File: config.mk
export PLATFORM = sky130hd
export DESIGN_NAME = bp_update_ctrl
export DESIGN_NICKNAME = d
export VERILOG_FILES = /design/src/rtl/bp_update_ctrl.sv
export SDC_FILE = /design/constraint.sdc
export NUM_CORES = 1
export LEC_CHECK = 0
export CAP_MARGIN = 20
export CORE_UTILIZATION = 45
export DETAILED_ROUTE_END_ITERATION = 6
export HOLD_SLACK_MARGIN = 0.12
export PLACE_DENSITY = 0.66
export SLEW_MARGIN = 20
export SYNTH_ARGS = -nofsm -noshare
export SYNTH_HDL_FRONTEND = slang
export SYNTH_SLANG_ARGS = --single-unit
File: constraint.sdc
create_clock -name clk -period 8.7 [get_ports clk]
set_clock_uncertainty 0.15 [all_clocks]
set_input_delay 2.61 -clock clk [delete_from_list [all_inputs] [get_ports clk]]
set_output_delay 2.61 -clock clk [all_outputs]
set_load 0.03 [all_outputs]
File: src/rtl/bp_update_ctrl.sv
// bp_update_ctrl: clears the BHT/PHT after reset, then applies queued resolved
// branches as BHR-shift + 2-bit saturating counter read-modify-writes.
module bp_update_ctrl #(
    parameter int         QDEPTH   = 4,
    parameter logic [1:0] PHT_INIT = 2'b00
) (
    input  logic        clk,
    input  logic        resetn,
    input  logic        upd_valid,
    output logic        upd_ready,
    input  logic [31:0] upd_pc,
    input  logic        upd_taken,
    input  logic        fe_lookup,
    output logic        init_done,
    output logic        busy,
    output logic [3:0]  bht_addr,
    output logic        bht_we,
    output logic [3:0]  bht_wdata,
    input  logic [3:0]  bht_rdata,
    output logic [6:0]  pht_addr,
    output logic        pht_we,
    output logic [1:0]  pht_wdata,
    input  logic [1:0]  pht_rdata
);
    localparam int AW = $clog2(QDEPTH);

    typedef enum logic [2:0] {INIT, IDLE, RD_BHT, RD_PHT, WR} state_t;

    state_t              state, state_nx;
    logic [6:0]          init_idx;
    logic [31:0]         q_pc [QDEPTH];
    logic [QDEPTH-1:0]   q_taken;
    logic [AW-1:0]       head, tail;
    logic [AW:0]         count;
    logic [3:0]          bhr;
    logic [1:0]          ctr;
    logic                push, pop, full;
    logic [31:0]         h_pc;
    logic                h_taken;

    function automatic logic [3:0] pc_hash(input logic [31:0] pc);
        logic [3:0] h;
        h = '0;
        for (int i = 0; i < 8; i++) h = h ^ pc[4*i +: 4];
        return h;
    endfunction

    assign h_pc      = q_pc[head];
    assign h_taken   = q_taken[head];
    assign full      = count == (AW+1)'(QDEPTH);
    assign init_done = state != INIT;
    assign upd_ready = init_done & ~full;
    assign push      = upd_valid & upd_ready;
    assign pop       = (state == WR) & ~fe_lookup;
    assign busy      = (state != IDLE) | (count != '0);

    always_ff @(posedge clk) begin
        if (!resetn) begin
            state    <= INIT;
            init_idx <= '0;
            head     <= '0;
            tail     <= '0;
            count    <= '0;
        end else begin
            state <= state_nx;
            if (state == INIT) init_idx <= init_idx + 7'd1;
            if (push) begin
                q_pc[tail]    <= upd_pc;
                q_taken[tail] <= upd_taken;
                tail          <= tail + 1'b1;
            end
            if (pop) head <= head + 1'b1;
            count <= count + (AW+1)'(push) - (AW+1)'(pop);
            // table read data is only trusted on cycles the front end leaves the ports alone
            if (state == RD_BHT && !fe_lookup) bhr <= bht_rdata;
            if (state == RD_PHT && !fe_lookup) ctr <= pht_rdata;
        end
    end

    always_comb begin
        state_nx  = state;
        bht_addr  = pc_hash(h_pc);
        bht_we    = 1'b0;
        bht_wdata = {bhr[2:0], h_taken};
        pht_addr  = {h_pc[2:0], bhr};
        pht_we    = 1'b0;
        pht_wdata = h_taken ? (ctr == 2'd3 ? 2'd3 : ctr + 2'd1)
                            : (ctr == 2'd0 ? 2'd0 : ctr - 2'd1);
        case (state)
            INIT: begin
                pht_addr  = init_idx;
                pht_we    = 1'b1;
                pht_wdata = PHT_INIT;
                bht_addr  = init_idx[3:0];
                bht_we    = init_idx < 7'd16;
                bht_wdata = '0;
                state_nx  = init_idx == 7'd127 ? IDLE : INIT;
            end
            IDLE:    state_nx = (count != '0 && !fe_lookup) ? RD_BHT : IDLE;
            RD_BHT:  state_nx = fe_lookup ? RD_BHT : RD_PHT;
            RD_PHT:  state_nx = fe_lookup ? RD_PHT : WR;
            WR: begin
                bht_we   = ~fe_lookup;
                pht_we   = ~fe_lookup;
                state_nx = fe_lookup ? WR : IDLE;
            end
            default: state_nx = INIT;
        endcase
    end
endmodule

After elaboration in Yosys (flattened, before gate mapping) --
Memories as Yosys holds them, arrays and structs flattened. A register that Yosys moved wholly into a read port is not among the register bits. Index checks and enable logic that the tools add are counted.
Storage, ports and cells: bits in registers 27, bits in writable memories 128, input bits 43, logic and storage cells 78, memories 1
Operators by class: add/subtract/negate cells 7, order comparisons 4, equal/unequal tests 8, muxes and demuxes 25, bitwise logic cells 13, reductions and logical operators 12
Memory list:
- q_pc | depth 4, width 32, rd ports 1, clocked after Yosys merged registers in 1, wr ports 1, RTL line 31 | logic [31:0] q_pc [QDEPTH];
Operators with widths (number):
- $xor 4x4->4 | 7
- $pmux 3 s5 | 1
- $mux 2 | 7
- $mux 4 | 2
- $add 7x1->7 const B | 1
- $eq 7x7->1 const B | 1
- $lt 7x5->1 const B | 1
- $mux 1 | 7
- $mux 7 | 1
- $add 2x1->2 const B | 3
- $eq 3x2->1 const B | 2
- $eq 3x3->1 const B | 2
- $lt 2x3->1 const B | 2
- $mux 3 | 2
- $reduce_and 2->1 | 3
- $reduce_bool 3->1 | 2
- $bwmux 4 | 1
- $logic_and 1x1->1 | 4
- $pmux 1 s2 | 2
- $add 3x1->3 | 1
- $and 1x1->1 | 3
- $eq 3x1->1 const B | 1
- $logic_not 3->1 | 1
- $ne 3x1->1 const B | 1
- 10 further kinds | 11

Longest topological paths before layout --
Gate-level depths: netlist (run 1).
depth after elaboration 8, mapped depth 13, mapped depth without buffers 11

Worst setup path before layout (run 1) --
Ideal clock, no wire load.
path type input port to output port, start point input fe_lookup, end point output bht_we, arrival time 3467 ps, slack 2473 ps, cell stages on the path 2, path buffers 0, cell sequence nor4b_1 > a21o_1
On the way: word-level cells in the longest chain between the ends 2
Ends and longest elaborated chain:
- start: declaration | RTL line 13 | input logic fe_lookup,
- $not 1->1 | RTL line 103 | bht_we = ~fe_lookup;
- $pmux 1 s2 | RTL line 89 | case (state)
- end: declaration | RTL line 17 | output logic bht_we,
No other way between the ends.

Worst setup path in the final report (run 1) --
Same ends and word-level chain as after synthesis.

==> results of run 1 <==
## logic make-up after synthesis
kind of cell,synth area share [%]
flops,70.5
xor+xnor,11.2
simple gates,6.57
compound gates,2.38
buf+inv,2.10
mux,5.61
fa+ha+maj,1.68
## synthesized netlist by cell type (all sizes together), types with 5 or more instances
cell,number,area share (%)
dfxtp,19,5.9
mux4,15,5.6
nand3,5,0.39
ha,7,1.4
o21ai,5,0.39
o22ai,6,0.58
and3,6,0.58
xnor2,63,8.6
nand2,32,1.9
edfxtp,138,65
inv,11,0.64
and2,14,1.4
clkbuf,9,0.84
xor2,19,2.6
## cell type report
type / count / area (um^2)
clock buffer: 19 / 433
clock inverter: 13 / 149
fill: 1100 / 6060
inverter: 11 / 41.3
multi-input combinational: 210 / 1770
sequential: 157 / 4520
tap: 180 / 225
timing repair buffer: 70 / 686
## report_power, final
group | internal [mW] | switching, mW | total (mW)
Clock | 0.447 | 0.271 | 0.718
Sequential | 0.819 | 0.00123 | 0.821
Combinational | 0.0232 | 0.0185 | 0.0417
Total | 1.29 | 0.291 | 1.58
## per-layer routing
layer / up-vias / share of wire (%)
li1: 1591 / -
met1: 1628 / 45
met2: 68 / 49
met3: 16 / 4.0
met4: 0 / 1.9
met5: - / 0
## state kept, by name, indices dropped and copies added, names as in the netlist, named ones only
name	flops
bhr	4
head	2
init_idx	7
q_taken	4
ctr	2
q_pc	128
tail	2
state	3
count	3
## stage by stage
step	instances	setup WS, ns	utilization (%)	power (mW)
floorplan	391	2.47	-	0.846
global placement	628	1.27	52.2	0.877
detailed placement	628	1.24	52.2	0.879
CTS	660	1.25	56.4	1.59
global route	660	1.11	56.4	1.62
finish	660	1.24	56.4	1.58
## worst max path at each step
stage,cells after the start,startpoint,end,slack (ns)
floorplan,2,fe_lookup,bht_we,2.47
global placement,4,fe_lookup,bht_we,1.27
detailed placement,4,fe_lookup,bht_we,1.24
CTS,4,fe_lookup,bht_we,1.25
global route,4,fe_lookup,bht_we,1.11
finish,4,fe_lookup,bht_we,1.24
## critical path: stages
cell	delay, ns
sky130_fd_sc_hd__clkdlybuf4s50_1	0.53
sky130_fd_sc_hd__nor4b_1	0.74
sky130_fd_sc_hd__a21o_1	0.15
sky130_fd_sc_hd__clkdlybuf4s50_1	0.66
==> impl_metrics.yaml, run 1 <==
run_status:
  run_status: "completed"
global_routing:
  globalRouteTotalUtil_pct: 15.8
  grt.met1_usage_pct: 19.7
  global_routing_usage_on_met3_pct: 3.57
  gr-usage-met2_pct: 26.2
  first_global_vias: 3351
  grt_pass1_wl_um: 17000
  global_route.overflow_total: 0
  antenna_violations_before_repair: 0
  gr-max-usage-layer: "met2"
  largest_net_degree_at_the_start_of_global_routing: 34
logic_synthesis:
  post_synth_instance_area_mm2: 0.00642
  synthCells: 391
  synth_edf_count: 138
  synth.ff_latch_count: 157
  ys_types: 40
  synth_fp_nets: 442
  synth_sequential_area_ratio_pct: 70.5
  postSynthAreaPerCell_um2: 16.4
  synth_ff_type: "sky130_fd_sc_hd__edfxtp_1"
  synth-warning-count: 0
  ys_async_sr_fraction_pct: 0
place:
  detailed_place_hpwl_um: 7140
  port_buffer_count: 64
  gpl_congestion: 0.744
  placed_area_mm2: 0.00724
run:
  max_cap_violations: 0
finish:
  final_layout_size_suffix_gt1_share_pct: 9.38
  mostFrequentLayoutCells: "sky130_fd_sc_hd__edfxtp_1 (138), sky130_fd_sc_hd__clkdlybuf4s50_1 (64), sky130_fd_sc_hd__xnor2_1 (63)"
  antenna-diode-count: 0
  areaGrowthSynthToFinish_pct: 21.9
  layout_commonest_cell: "sky130_fd_sc_hd__edfxtp_1"
  layout.cell_area.non_filler_mm2: 0.00782
  num-nets-final: 518
timing:
  slew_at_the_pin_closest_to_its_max_slew_limit_ns: 0.952
  maxSlewViolCount: 0
  rsz_0062_raised_after_global_routing: "false"
  worst_slew_margin_rel_pct: 36.4
  timing.setup.tns_ns: 0
  achievable-frequency_ghz: 0.134
  hold-worst-slack_ns: 0.356
  fin_crit_sh_pct: 85.7
  setup_viol: 0
  finalHoldViolCount: 0
  final.min_clock_period_ns: 7.46
detailed_routing:
  routed_wirelength_um: 10600
  avgRoutedWirePerCell_um: 16.1
  postRouteAntennaNets: 0
  dr_pass1_iterations: 4
  route.vias.total: 3303
  drt_iter0_drc: 183
  vias_per_cell: 5.00
  post-route-drc-count: 0
floorplan:
  die_width_um: 121
  die_area_mm2: 0.0147
  core_footprint_mm2: 0.0139
  die_h_um: 121
  initial_core_utilization_pct: 46.3
  boundary_pins: 65
  placementRows: 43
clock_tree:
  numCtsBuffers: 17
  htree_levels: 4
  cts.reportedPaths.clkPinSlew_ns: 0.06
  cts_setup_buffers: 0
  clkLatencyLatePin_ns: 0.41
  tritoncts: "built"
  tritoncts_num_sinks: 157
  cts.path.max_buffers: 2
  cts.repair.resized: 0
  post_cts_hold_buffer_count: 0
  clock-root-buffer: "sky130_fd_sc_hd__clkbuf_16"
setup_path:
  cp_data_required_time_ns: 5.94
  r2r_setup_slack_ns: 5.70
  path_max_fanout: 7
  ff2ff_path_depth: 12
  worstReg2RegStart: "state[1]"
  end_kind: "output pin"
  crit_arrival_ns: 4.70
  cp-start-kind: "primary input"
  setup.worst_path.class: "primary input to output pin"
  regToRegEndpoint: "count[2]"
power:
  ir_drop_uv: 117
  power_leakage_nw: 2.62
  power.density_mw_per_mm2: 202
min_path:
  hold_path_depth: 2
  holdPathEnd: "init_idx[1]"
  worst_hold_path_type: "flip-flop to flip-flop"
  timing.hold.worst.start: "init_idx[1]"
(Power assumes the default switching activity.)
==> run 2, diff against run 1 <==
Settings changed: CTS_CLUSTER_DIAMETER from default to 60.
==> results of run 2 <==
Same layout as run 1: the final DEF is identical, and so are final timing and power.
==> run 3, diff against run 2 <==
Settings changed: CTS_BUF_LIST from default to sky130_fd_sc_hd__clkbuf_8, DONT_BUFFER_PORTS from default to 1, PLACE_DENSITY 0.66 to default.
==> run 3 against run 2 <==
Clock power fell by 25%. Power decreased by 14%. Hold slack gained 0.0037 ns. Die area is the same. Flip-flop and latch count unchanged. Global-route usage down 0.20 points.
==> impl_metrics.yaml, run 3 (synthesis gave the netlist of run 1 again) <==
run_status:
  run_status: "completed"
finish:
  max_flop_register: "q_pc"
  layout_commonest_cell: "sky130_fd_sc_hd__edfxtp_1"
  antenna-diode-count: 0
  reg.largest.list: "q_pc x128, init_idx x7"
  layout.cell_area.non_filler_mm2: 0.00699
  post-route-util_pct: 50.4
  areaGrowthSynthToFinish_pct: 8.87
  largest_register_ff_count: 128
  num-nets-final: 453
  mostFrequentLayoutCells: "sky130_fd_sc_hd__edfxtp_1 (138), sky130_fd_sc_hd__xnor2_1 (63), sky130_fd_sc_hd__nand2_1 (32)"
  seq_area_mm2: 0.00452
  filler_cell_count: 1145
  final_layout_size_suffix_gt1_share_pct: 11.6
  multiInputGateArea_mm2: 0.00177
setup_path:
  path_delay_family: "simple AND/OR/NAND/NOR gates"
  cp_data_required_time_ns: 5.94
  path_max_fanout: 7
  regToRegEndpoint: "count[2]"
  ff2ff_path_depth: 12
  crit_arrival_ns: 3.68
  end_kind: "output pin"
  buffer_and_inverter_count_on_the_worst_path: 0
  worstReg2RegStart: "state[1]"
  setup.worst_path.class: "primary input to output pin"
  cp_cell_sequence: "nor4b_1 -> a21o_1"
  r2r_setup_slack_ns: 5.26
  critical_path.slowest_cell: "sky130_fd_sc_hd__nor4b_1"
  cp-start-kind: "primary input"
  cp_slowest_stage_delay_ns: 0.74
floorplan:
  boundary_pins: 65
  initial_core_utilization_pct: 46.3
  core_footprint_mm2: 0.0139
  die_area_mm2: 0.0147
  die_h_um: 121
  die_width_um: 121
  placementRows: 43
clock_tree:
  numCtsBuffers: 17
  post_cts_hold_buffer_count: 0
  tritoncts_num_sinks: 157
  tritoncts: "built"
  cts_setup_buffers: 0
  cts.reportedPaths.clkPinSlew_ns: 0.09
  cts.repair.resized: 0
  htree_levels: 4
  clkLatencyLatePin_ns: 0.44
  clock-root-buffer: "sky130_fd_sc_hd__clkbuf_8"
  cts.path.max_buffers: 2
timing:
  rsz_0062_raised_after_global_routing: "false"
  achievable-frequency_ghz: 0.155
  setup_viol: 0
  slew_at_the_pin_closest_to_its_max_slew_limit_ns: 0.960
  maxSlewViolCount: 0
  finalHoldViolCount: 0
  timing.setup.tns_ns: 0
  final.min_clock_period_ns: 6.44
  fin_crit_sh_pct: 74.0
  worst_slew_margin_rel_pct: 35.6
power:
  p_int_mw: 1.08
  ir_drop_uv: 128
  power.switching_fraction_pct: 20.9
  power.density_mw_per_mm2: 195
  power_leakage_nw: 2.29
  power.switching_uw: 285
  power.share.combinational_pct: 0.7
  pwr-share-clk_pct: 39.3
  pwr-share-seq_pct: 60.0
detailed_routing:
  route.vias.total: 3070
  met2_wire_len_um: 5070
  post-route-drc-count: 0
  wl_met1_um: 4670
  wl_met3_um: 649
  routed_wirelength_um: 10600
  drt_iter0_drc: 218
  dr_pass1_iterations: 4
  dr.max_layer_used: "met4"
  vias_per_cell: 5.16
  postRouteAntennaNets: 0
  avgRoutedWirePerCell_um: 17.8
global_routing:
  globalRouteTotalUtil_pct: 15.6
  antenna_violations_before_repair: 0
  largest_net_degree_at_the_start_of_global_routing: 34
  global_route.overflow_total: 0
  grt_pass1_wl_um: 16200
  first_global_vias: 3077
place:
  placed_area_mm2: 0.00659
  port_buffer_count: 0
  detailed_place_hpwl_um: 6880
  gpl_congestion: 0.770
min_path:
  holdPathEnd: "init_idx[1]"
  worst_hold_path_type: "flip-flop to flip-flop"
  timing.hold.worst.start: "init_idx[1]"
  hold_path_depth: 2
run:
  max_cap_violations: 0
-- run 3: how the worst max path moves through the flow --
stage | from | to | slack [ns] | cells after the start
after floorplan | fe_lookup | bht_we | 2.47 | 2
after global placement | fe_lookup | bht_we | 2.38 | 2
after detailed placement | fe_lookup | bht_we | 2.26 | 2
after CTS | fe_lookup | bht_we | 2.25 | 2
after global routing | fe_lookup | bht_we | 2.11 | 2
final | fe_lookup | bht_we | 2.26 | 2
-- run 3: cell type report --
cell class / count / share of cell area (%)
inverter: 11 / 0.591
clock inverter: 15 / 2.31
sequential: 157 / 64.7
multi-input combinational: 210 / 25.3
clock buffer: 17 / 3.35
tap: 180 / 3.22
timing repair buffer: 5 / 0.537
-- run 3: metal layers --
| metal | global-route usage (%) | vias to the layer above |
|---|---|---|
| met3 | 5.73 | 13 |
| met4 | 7.64 | 0 |
| met1 | 18.7 | 1516 |
| li1 | - | 1457 |
| met2 | 24.8 | 84 |
| met5 | 0 | - |
-- run 3: power by group through the flow --
stage / clock network, mW / registers [mW] / logic (mW)
floorplan: 0 / 0.837 / 0.00966
global placement: 0 / 0.837 / 0.0101
detailed placement: 0 / 0.837 / 0.0102
CTS: 0.551 / 0.819 / 0.0102
global route: 0.581 / 0.820 / 0.0109
finish: 0.536 / 0.819 / 0.0101
-- run 3: per-stage QoR --
step,setup WS [ns],power (mW),instances,hold WS (ns)
finish,2.26,1.37,595,0.360
global route,2.11,1.41,595,0.395
CTS,2.25,1.38,595,0.364
detailed placement,2.26,0.847,563,0.351
global placement,2.38,0.847,563,0.335
floorplan,2.47,0.846,391,0.320
